===== src/rtl/ps2_pkg.sv =====
// Shared constants, parser states and event field layout for the PS/2 set-2 key tracker.
package ps2_pkg;

    localparam logic [7:0] PS2_EXT        = 8'hE0;
    localparam logic [7:0] PS2_BRK        = 8'hF0;
    localparam logic [7:0] PS2_PAUSE      = 8'hE1;
    localparam logic [7:0] PS2_BAT        = 8'hAA;
    localparam logic [7:0] PS2_ACK        = 8'hFA;
    localparam logic [7:0] PS2_FAKE_SHIFT = 8'h12;
    localparam logic [7:0] PS2_RESEND     = 8'hFE;
    localparam logic [7:0] PS2_ECHO       = 8'hEE;
    localparam logic [7:0] PS2_OVR_LO     = 8'h00;
    localparam logic [7:0] PS2_OVR_HI     = 8'hFF;

    typedef enum logic [2:0] {
        StIdle,
        StExt,
        StBrk,
        StExtBrk,
        StSkip
    } ps2_state_e;

    // Event word: {mapped, brk, ext, code[7:0]}
    localparam int unsigned EVT_W          = 11;
    localparam int unsigned EVT_CODE_LSB   = 0;
    localparam int unsigned EVT_EXT_BIT    = 8;
    localparam int unsigned EVT_BRK_BIT    = 9;
    localparam int unsigned EVT_MAPPED_BIT = 10;
    localparam int unsigned EVT_IDX_W      = 5;
    localparam int unsigned EVT_CNT_W      = 7;

endpackage


===== src/rtl/ps2_key_tracker_if.sv =====
// Byte-in / event-out bus of the key tracker; master is the tracker, slave the byte source/consumer.
interface ps2_key_tracker_if;
    import ps2_pkg::*;

    logic                 byte_valid;
    logic [7:0]           byte_data;
    logic                 evt_valid;
    logic [EVT_W-1:0]     evt_data;
    logic [EVT_IDX_W-1:0] evt_index;
    logic                 evt_ready;
    logic [EVT_CNT_W-1:0] evt_count;

    modport master (
        input  byte_valid, byte_data, evt_ready,
        output evt_valid, evt_data, evt_index, evt_count
    );

    modport slave (
        output byte_valid, byte_data, evt_ready,
        input  evt_valid, evt_data, evt_index, evt_count
    );

endinterface


===== src/rtl/ps2_evt_fifo.sv =====
// First-word-fall-through event FIFO with occupancy count; Depth must be a power of two.
module ps2_evt_fifo #(
    parameter int unsigned Depth = 8,
    parameter int unsigned Width = 16,
    parameter int unsigned CntW  = 7
) (
    input  logic             clk,
    input  logic             rst,
    input  logic             push_i,
    input  logic [Width-1:0] data_i,
    input  logic             pop_i,
    output logic             valid_o,
    output logic             full_o,
    output logic [Width-1:0] data_o,
    output logic [CntW-1:0]  count_o
);

    localparam int unsigned PtrW = $clog2(Depth);

    logic [Width-1:0] mem_q [Depth];
    logic [Width-1:0] mem_d [Depth];
    logic [PtrW-1:0]  wr_ptr_q, wr_ptr_d;
    logic [PtrW-1:0]  rd_ptr_q, rd_ptr_d;
    logic [CntW-1:0]  count_q, count_d;
    logic             empty, pop_ok, push_ok;

    assign empty   = (count_q == '0);
    assign full_o  = (count_q == CntW'(Depth));
    assign valid_o = !empty;
    assign data_o  = mem_q[rd_ptr_q];
    assign count_o = count_q;

    // A push into a full FIFO is still accepted when a pop frees a slot in the same cycle.
    assign pop_ok  = pop_i && !empty;
    assign push_ok = push_i && (!full_o || pop_ok);

    always_comb begin
        mem_d    = mem_q;
        wr_ptr_d = wr_ptr_q;
        rd_ptr_d = rd_ptr_q;
        count_d  = count_q;
        if (push_ok) begin
            mem_d[wr_ptr_q] = data_i;
            wr_ptr_d        = wr_ptr_q + 1'b1;
        end
        if (pop_ok) begin
            rd_ptr_d = rd_ptr_q + 1'b1;
        end
        if (push_ok && !pop_ok) begin
            count_d = count_q + 1'b1;
        end else if (pop_ok && !push_ok) begin
            count_d = count_q - 1'b1;
        end
    end

    always_ff @(posedge clk or posedge rst) begin
        if (rst) begin
            for (int i = 0; i < int'(Depth); i++) begin
                mem_q[i] <= '0;
            end
            wr_ptr_q <= '0;
            rd_ptr_q <= '0;
            count_q  <= '0;
        end else begin
            mem_q    <= mem_d;
            wr_ptr_q <= wr_ptr_d;
            rd_ptr_q <= rd_ptr_d;
            count_q  <= count_d;
        end
    end

endmodule


===== src/rtl/ps2_key_tracker.sv =====
// Scan-code set-2 interpreter: held-key bitmap plus buffered make/break events.
// Define TYPEMATIC_FILTER_EN to suppress repeat makes of keys already held.
module ps2_key_tracker
    import ps2_pkg::*;
#(
    parameter int unsigned               NUM_KEYS   = 8,
    parameter logic [NUM_KEYS*9-1:0]     KEY_MAP    = {9'h172, 9'h175, 9'h029, 9'h05A,
                                                       9'h026, 9'h01E, 9'h016, 9'h045},
    parameter int unsigned               FIFO_DEPTH = 8,
    parameter int unsigned               PAUSE_SKIP = 7
) (
    input  logic                clk,
    input  logic                rst,
    ps2_key_tracker_if.master   bus_io,
    output logic [NUM_KEYS-1:0] key_down,
    output logic                any_down,
    output logic                overflow,
    input  logic                clr_ovf
);

    ps2_state_e           state_q, state_d;
    logic [7:0]           skip_q, skip_d;
    logic [NUM_KEYS-1:0]  key_down_q, key_down_d;
    logic                 overflow_q, overflow_d;

    logic [7:0]           b;
    logic                 ev_fire, ev_brk, ev_ext, bat_clr;
    logic                 lk_hit;
    logic [EVT_IDX_W-1:0] lk_idx;
    logic [NUM_KEYS-1:0]  lk_oh;
    logic                 push, fifo_full, drop;
    logic [EVT_W-1:0]     ev_data;
    logic [EVT_IDX_W+EVT_W-1:0] head;

    assign b = bus_io.byte_data;

    always_comb begin
        state_d = state_q;
        skip_d  = skip_q;
        ev_fire = 1'b0;
        ev_brk  = 1'b0;
        ev_ext  = 1'b0;
        bat_clr = 1'b0;
        if (bus_io.byte_valid) begin
            unique case (state_q)
                StIdle: begin
                    case (b)
                        PS2_EXT:   state_d = StExt;
                        PS2_BRK:   state_d = StBrk;
                        PS2_PAUSE: begin
                            state_d = StSkip;
                            skip_d  = 8'(PAUSE_SKIP);
                        end
                        PS2_BAT:   bat_clr = 1'b1;
                        PS2_ACK, PS2_RESEND, PS2_ECHO, PS2_OVR_LO, PS2_OVR_HI: begin
                        end
                        default:   ev_fire = 1'b1;
                    endcase
                end
                StExt: begin
                    if (b == PS2_BRK) begin
                        state_d = StExtBrk;
                    end else begin
                        state_d = StIdle;
                        ev_fire = (b != PS2_FAKE_SHIFT);
                        ev_ext  = 1'b1;
                    end
                end
                StBrk: begin
                    state_d = StIdle;
                    ev_fire = 1'b1;
                    ev_brk  = 1'b1;
                end
                StExtBrk: begin
                    state_d = StIdle;
                    ev_fire = (b != PS2_FAKE_SHIFT);
                    ev_brk  = 1'b1;
                    ev_ext  = 1'b1;
                end
                StSkip: begin
                    if (skip_q <= 8'd1) begin
                        state_d = StIdle;
                        skip_d  = '0;
                    end else begin
                        skip_d = skip_q - 8'd1;
                    end
                end
                default: state_d = StIdle;
            endcase
        end
    end

    // Lowest matching table index wins.
    always_comb begin
        lk_hit = 1'b0;
        lk_idx = '0;
        lk_oh  = '0;
        for (int i = 0; i < int'(NUM_KEYS); i++) begin
            if (!lk_hit && KEY_MAP[9*i +: 9] == {ev_ext, b}) begin
                lk_hit   = 1'b1;
                lk_idx   = EVT_IDX_W'(i);
                lk_oh[i] = 1'b1;
            end
        end
    end

    always_comb begin
        key_down_d = key_down_q;
        push       = ev_fire;
        if (bat_clr) begin
            key_down_d = '0;
        end
        if (ev_fire && lk_hit) begin
            if (ev_brk) begin
                key_down_d = key_down_q & ~lk_oh;
            end else begin
                key_down_d = key_down_q | lk_oh;
            end
`ifdef TYPEMATIC_FILTER_EN
            if (!ev_brk && |(key_down_q & lk_oh)) begin
                push = 1'b0;
            end
`endif
        end
        ev_data                       = '0;
        ev_data[EVT_CODE_LSB +: 8]    = b;
        ev_data[EVT_EXT_BIT]          = ev_ext;
        ev_data[EVT_BRK_BIT]          = ev_brk;
        ev_data[EVT_MAPPED_BIT]       = lk_hit;
    end

    // A full FIFO only drops when nothing is popped in the same cycle; set beats clear.
    assign drop = push && fifo_full && !bus_io.evt_ready;

    always_comb begin
        overflow_d = overflow_q;
        if (drop) begin
            overflow_d = 1'b1;
        end else if (clr_ovf) begin
            overflow_d = 1'b0;
        end
    end

    always_ff @(posedge clk or posedge rst) begin
        if (rst) begin
            state_q    <= StIdle;
            skip_q     <= '0;
            key_down_q <= '0;
            overflow_q <= 1'b0;
        end else begin
            state_q    <= state_d;
            skip_q     <= skip_d;
            key_down_q <= key_down_d;
            overflow_q <= overflow_d;
        end
    end

    ps2_evt_fifo #(
        .Depth (FIFO_DEPTH),
        .Width (EVT_IDX_W + EVT_W),
        .CntW  (EVT_CNT_W)
    ) u_evt_fifo (
        .clk     (clk),
        .rst     (rst),
        .push_i  (push),
        .data_i  ({lk_idx, ev_data}),
        .pop_i   (bus_io.evt_ready),
        .valid_o (bus_io.evt_valid),
        .full_o  (fifo_full),
        .data_o  (head),
        .count_o (bus_io.evt_count)
    );

    assign bus_io.evt_data  = head[EVT_W-1:0];
    assign bus_io.evt_index = head[EVT_IDX_W+EVT_W-1:EVT_W];
    assign key_down         = key_down_q;
    assign any_down         = |key_down_q;
    assign overflow         = overflow_q;

endmodule


===== src/flat_wrapper.sv =====
// flat-port wrapper written by rule: the top's interface ports become plain ports
module ps2_key_tracker_flat import ps2_pkg::*;
#(
    parameter int unsigned               NUM_KEYS   = 8,
    parameter logic [NUM_KEYS*9-1:0]     KEY_MAP    = {9'h172, 9'h175, 9'h029, 9'h05A,
                                                       9'h026, 9'h01E, 9'h016, 9'h045},
    parameter int unsigned               FIFO_DEPTH = 8,
    parameter int unsigned               PAUSE_SKIP = 7
)
  (clk, rst, key_down, any_down, overflow, clr_ovf, bus_io_byte_valid, bus_io_byte_data, bus_io_evt_ready, bus_io_evt_valid, bus_io_evt_data, bus_io_evt_index, bus_io_evt_count);
  ps2_key_tracker_if bus_io_i ();
  input  logic clk;
  input  logic rst;
  output logic [NUM_KEYS-1:0] key_down;
  output logic any_down;
  output logic overflow;
  input  logic clr_ovf;
  input wire logic [$bits(bus_io_i.byte_valid)-1:0] bus_io_byte_valid;
  input wire logic [$bits(bus_io_i.byte_data)-1:0] bus_io_byte_data;
  input wire logic [$bits(bus_io_i.evt_ready)-1:0] bus_io_evt_ready;
  output wire logic [$bits(bus_io_i.evt_valid)-1:0] bus_io_evt_valid;
  output wire logic [$bits(bus_io_i.evt_data)-1:0] bus_io_evt_data;
  output wire logic [$bits(bus_io_i.evt_index)-1:0] bus_io_evt_index;
  output wire logic [$bits(bus_io_i.evt_count)-1:0] bus_io_evt_count;
  assign bus_io_i.byte_valid = bus_io_byte_valid;
  assign bus_io_i.byte_data = bus_io_byte_data;
  assign bus_io_i.evt_ready = bus_io_evt_ready;
  assign bus_io_evt_valid = bus_io_i.evt_valid;
  assign bus_io_evt_data = bus_io_i.evt_data;
  assign bus_io_evt_index = bus_io_i.evt_index;
  assign bus_io_evt_count = bus_io_i.evt_count;
  ps2_key_tracker #(.NUM_KEYS(NUM_KEYS), .KEY_MAP(KEY_MAP), .FIFO_DEPTH(FIFO_DEPTH), .PAUSE_SKIP(PAUSE_SKIP)) u_core (.clk(clk), .rst(rst), .bus_io(bus_io_i), .key_down(key_down), .any_down(any_down), .overflow(overflow), .clr_ovf(clr_ovf));
endmodule

===== config.mk =====
export PLATFORM = sky130hd
export DESIGN_NAME = ps2_key_tracker_flat
export DESIGN_NICKNAME = d
export VERILOG_FILES = /design/src/rtl/ps2_pkg.sv /design/src/rtl/ps2_key_tracker_if.sv /design/src/rtl/ps2_evt_fifo.sv /design/src/rtl/ps2_key_tracker.sv /design/src/flat_wrapper.sv
export SDC_FILE = /design/constraint.sdc
export NUM_CORES = 1
export LEC_CHECK = 0
export CAP_MARGIN = 40
export CORE_MARGIN = 1.5
export CORE_UTILIZATION = 30
export DETAILED_ROUTE_END_ITERATION = 8
export MAX_ROUTING_LAYER = met4
export PLACE_DENSITY = 0.52
export SLEW_MARGIN = 15
export SYNTH_ARGS = -nofsm -noshare
export SYNTH_HDL_FRONTEND = slang
export SYNTH_SLANG_ARGS = --single-unit

===== constraint.sdc =====
create_clock -name clk -period 5.3 [get_ports clk]
set_input_delay 1.06 -clock clk [delete_from_list [all_inputs] [get_ports clk]]
set_output_delay 1.06 -clock clk [all_outputs]
set_load 0.02 [all_outputs]

Word level (Yosys, flattened, before mapping)
Index checks and enable logic that the tools add are counted.
Widths: inputs -> output; s select.
{ "classes": {"n_bitwise": 5, "n_eq_ne": 25, "addsub": 5, "n_reduce_logical": 40, "order_cmp": 4, "muxes": 54} }
{ "op_table": {"columns": ["cell", "n"], "rows": [
  ["$bwmux 128", 1],
  ["$eq 8x8->1 const B", 8],
  ["$bmux 16 s3", 1],
  ["$demux 16 s3", 1],
  ["$mux 16", 3],
  ["$mux 8", 5],
  ["$mux 1", 28],
  ["$eq 5x9->1 const A", 2],
  ["$eq 6x9->1 const A", 2],
  ["$eq 7x9->1 const A", 2],
  ["$eq 9x9->1 const A", 2],
  ["$pmux 3 s3", 2],
  ["$pmux 8 s2", 1],
  ["$logic_and 1x1->1", 15],
  ["$mux 3", 5],
  ["$mux 7", 2],
  ["$logic_not 1->1", 12],
  ["$reduce_or 9->1", 1],
  ["$and 8x8->8", 1],
  ["$ge 4x4->1 const B", 2],
  ["$le 8x1->1 const B", 1],
  ["$logic_not 8->1", 1],
  ["$ne 8x5->1 const B", 1],
  ["$not 3->4", 2],
  ["other kinds (24)", 32]
]} }
{ "word_totals": {"output_inout_bits": 34, "ff_bits": 161} }

Logic depth before layout (Yosys ltp)
{ "depth": {"ltp_word": 31, "depth_mapped": 15, "mapped_depth_nobuf": 14} }

Hierarchy
From an unflattened synthesis, not the netlist that was laid out.
{ "unflattened": {"hier_cells": 605, "hier_area_um2": 8242.9} }
{ "modules_own_cells": {"columns": ["module", "cells_per_inst", "area_each_um2", "seq_area_each_um2", "instances"], "rows": [
  ["ps2_evt_fifo", 418, 6672.6, 3528.4, 1],
  ["ps2_key_tracker", 187, 1570.3, 500.5, 1]
]} }

Least setup slack after synthesis
Ideal clock, no wire load.
{ "synth_path": {"path_kind": "in2reg", "startpoint": "input bus_io_byte_data[1]", "endpoint": "register u_core.u_evt_fifo.count_q[6], in the netlist u_core.u_evt_fifo.count_o[6]", "required_time_ns": 5.169, "stages": 15, "arrival_ns": 4.127, "setup_slack_ns": 1.042, "path_buffers": 1, "path_cell_list": "buf_6 or4_4 or4_1 a211o_1 nand4_4 inv_4 ha_1 inv_1 ha_1 a21oi_1 o21bai_1 a21oi_1 nor3_1 a211o_1 xor2_1"} }
{ "synth_between": {"elab_chain_cells": 9, "elab_cells_between_ends": 21, "classes_between": "eq/ne: 9; mux: 5; reduce/logical: 7"} }
{ "synth_rtl": {"columns": ["item", "line", "source"], "rows": [
  ["start, declared", "flat_wrapper.sv:19", "input wire logic [$bits(bus_io_i.byte_data)-1:0] bus_io_byte_data;"],
  ["$eq 8x8->1, or another cell as far along", "ps2_key_tracker.sv:47", "case (b)"],
  ["$reduce_or 9->1 (no source line)", null, null],
  ["$mux 1", "ps2_key_tracker.sv:47", null],
  ["$pmux 1 s4 *", "ps2_key_tracker.sv:45", "unique case (state_q)"],
  ["$mux 1 *", "ps2_key_tracker.sv:44", "if (bus_io.byte_valid) begin"],
  ["$logic_and 1x1->1 *", "ps2_evt_fifo.sv:35", "assign push_ok = push_i && (!full_o || pop_ok);"],
  ["via u_core.u_evt_fifo.push_ok", "ps2_evt_fifo.sv:25", "logic empty, pop_ok, push_ok;"],
  ["$logic_not 1->1", "ps2_evt_fifo.sv:51", "end else if (pop_ok && !push_ok) begin"],
  ["$logic_and 1x1->1", "ps2_evt_fifo.sv:51", null],
  ["$reduce_bool 2->1 (no source line)", null, null],
  ["end signal, assigned", "ps2_evt_fifo.sv:68", "count_q <= count_d;"],
  ["end, declared", "ps2_evt_fifo.sv:24", "logic [CntW-1:0] count_q, count_d;"]
]} }
The timed path passes the listed nets; every way through them passes the cells marked *.
A chain may end at the register's enable or synchronous reset.

Worst setup path after layout
Ends and elaborated chain as after synthesis.

==> metrics <==
fin. max-slew vios 0; cell family with the largest share of critical-path delay simple AND/OR/NAND/NOR gates; fin crit share 85.3%; Post-Syn Area 0.00751 sq mm; Ys Warns 0; Clock Path Buffers 2; post-place setup slack 341 ps; core footprint 0.0245 sq mm; Ports 47; Slew headroom 37.5%; Setup Skew 6.12 ps; Starting Density 30.7%; final antenna-violating net count 0; die height 161 um; Final Critical Period 4520 ps; Peak VDD IR 239 uV; Critical Path Max Stage Delay 560 ps; DR vias/cell 5.09; Worst-Skew Late Latency 430 ps; Setup Viol. Count Final 0; number of synthesized flops with an enable pin 0; TritonCTS Buffers 17; row count 57; share of post-route cells with drive strength above 1 34.9%; final WL 18.0 mm; Critical Path Start Type input pin; pwr dens 505 mW/mm^2; diode count 0; clk slew on worst S/H paths 60 ps; Worst Hold Class flip-flop to flip-flop; number of global-route vias before repair 5204; routability cong. 0.798; fmax 0.221 GHz; worst-path cell chain clkdlybuf4s50_1 > or4_4 > or4_1 > a211o_1 > nand4_4 > inv_4 > ha_1 > inv_1 > ha_1 > a21oi_1 > o21bai_1 > a21oi_1 > nor3_1 > a211o_1 > xor2_1; asr flop ratio synth 100%; final hold violations 0; post-CTS resize count 0; setup ws final 781 ps; Port Buf Inserts 44; Die W 161 um; largest net degree at the start of global routing 75; first-pass GRT wire length 29.2 mm; CTS root buf clkbuf_16; Crit path buffers/inverters 3; TritonCTS clock tree built; DRC errors left 0; grt ovf 0; Fillers 2347; RSZ-0062 raised after global routing no; Avg WL per Cell 18.8 um; P_leak 0.00387 uW; crit path DAT 4820 ps; setup tns final 0 ps; post-CTS setup repair buffer count 0; data required time of the critical path 5610 ps; Final nets 644; status completed; CTS sink cnt 145; CTS Hold Buffers Added 0; first drt pass iteration count 4; DIE AREA 0.0260 sq mm; overall via count from detail_route 4855; slew of the pin with the lowest slew margin 924 ps; Critical Path End Type flip-flop; area grow syn2layout 18.6%; Initial DRC Count 231; unique cell type count in the Yosys netlist 62; Syn Inst Count 573; Worst Path Max Fanout 7; htree depth 4; post-synthesis sequential area ratio 48.3%; top cells by area, synth dfrtp_1 48%, mux2_2 16%, mux4_2 8.4%; Avg Inst Size Synth 13.1 sq um; #FFs+latches synth 145; initial antenna violation count 0; maxcap violations 0; ys flop type dfrtp_1; Slowest-stage cell, CP or4_4; DPL Wire Length 12.1 mm; GRT Total Usage 15.1%; post-synth top area cell dfrtp_1; kind of critical path input pin to flip-flop; Yosys top cell area share 48.3%
[path summary, 6_finish.rpt]
check / from / endpoint / slack (ps) / cells after the start
max in group asynchronous: rst / u_core.u_evt_fifo.mem_q[124]$_DFFE_PP0P_ / 3530 / 3
min in group asynchronous: rst / u_core.u_evt_fifo.mem_q[101]$_DFFE_PP0P_ / 1010 / 2
setup reg to reg: u_core.state_q[1]$_DFFE_PP0P_ / u_core.u_evt_fifo.count_o[6]$_DFFE_PP0P_ / 1850 / 13
hold / removal: u_core.u_evt_fifo.mem_q[16]$_DFFE_PP0P_ / u_core.u_evt_fifo.mem_q[16]$_DFFE_PP0P_ / 500 / 1
hold reg to reg: u_core.u_evt_fifo.mem_q[16]$_DFFE_PP0P_ / u_core.u_evt_fifo.mem_q[16]$_DFFE_PP0P_ / 500 / 1
setup / recovery: bus_io_byte_data[1] / u_core.u_evt_fifo.count_o[6]$_DFFE_PP0P_ / 780 / 15
[placed cells by master (no fill, tap or decap), types with 5 or more instances in the layout]
cell type        synthesis  routed
a211oi_1                 7       7
a21o_1                   9       9
a21oi_1                  6       6
buf_4                    2      20
clkbuf_16                0      17
clkdlybuf4s50_1          0      44
dfrtp_1                145     144
ha_1                    10      10
inv_1                    9       8
mux2_2                 108     108
mux2_4                  20      20
mux4_2                  28      28
nand2_1                 34      34
nand2b_1                 6       6
nand3_1                 13      13
nand4_1                  5       5
nor2_1                  18      18
nor3_1                   7       6
nor4_1                   6       6
o21ai_0                 11      11
o31ai_1                  6       6
xnor2_1                 10      10
xor2_1                   7       7
[metrics by stage]
step                      instance area (sq um)  hold WS [ps]  util, %  instances  power (uW)
after CTS                                  8910           503     36.4        954        4560
after detailed placement                   8390           490     34.3        925        3480
after floorplan                            7520           474        -        574        2870
after global placement                     8300           482     33.9        918        3370
final                                      8910           500     36.4        954        4500
after global routing                       8910           508     36.4        954        4760
[where the power goes]
part           switching [uW]  internal, uW  leakage, uW
sequential                249          1440      0.00187
clock                     454           613     0.000246
combinational             758           986      0.00176
total                    1460          3040      0.00387
[sequential cells by signal, indices dropped and copies added, names as in the netlist]
signal and count:
u_core.u_evt_fifo.count_o 7, u_core.state_q 3, u_core.skip_q 8, u_core.u_evt_fifo.rd_ptr_q 3
u_core.key_down 8, u_core.u_evt_fifo.mem_q 112, u_core.u_evt_fifo.wr_ptr_q 3, u_core.overflow 1
[layout make-up]
| type | count | area (sq um) | area share, % |
|---|---|---|---|
| clock buffers | 20 | 457 | 5.12 |
| clock inverters | 9 | 62.6 | 0.702 |
| inverters | 10 | 45.0 | 0.505 |
| multi-input cells | 375 | 3630 | 40.7 |
| flip-flops and latches | 145 | 3630 | 40.7 |
| well taps | 324 | 405 | 4.55 |
| repair buffers | 71 | 682 | 7.65 |
[per-layer routing]
layer  up-vias  global-route usage (%)  share of wire, %
met2        88                    23.5                48
met4         0                    4.50               1.5
met5         -                       -                 0
met3        19                    3.47               4.4
li1       2211                       -                 -
met1      2537                    19.8                46
[cell usage after synthesis, types with 3 or more instances]
library cell  instances
mux4_2               28
o21bai_1              3
clkbuf_1             26
nor2b_1               3
o21ai_0              11
xor2_1                7
nor3_1                7
a21o_1                9
or4_1                 4
nand4b_1              3
mux2_4               20
ha_1                 10
buf_2                 7
inv_1                 9
nor4bb_1              3
dfrtp_1             145
a211o_1               3
nand4_1               5
a21oi_1               6
xnor2_1              10
and4b_1               3
o21a_1                3
buf_6                 4
mux2_2              108
nor2_1               18
buf_1                 4
o22a_1                4
nand2_1              34
a211oi_1              7
nor4_1                6
nand3_1              13
o31ai_1               6
nand2b_1              6
[kinds of logic (layout without fill, tap and decap cells)]
| logic type | Yosys count | in the layout | share of synthesized area (%) |
|---|---|---|---|
| mux | 156 | 156 | 28.6 |
| flops | 145 | 145 | 48.3 |
| simple gates | 124 | 124 | 9.33 |
| compound gates | 65 | 65 | 6.26 |
| buf+inv | 54 | 110 | 3.56 |
| xor+xnor | 17 | 17 | 1.98 |
| fa+ha+maj | 11 | 11 | 1.93 |
| other cells | 1 | 2 | 0.0499 |
Note: power is estimated with default switching activity, not from simulation.
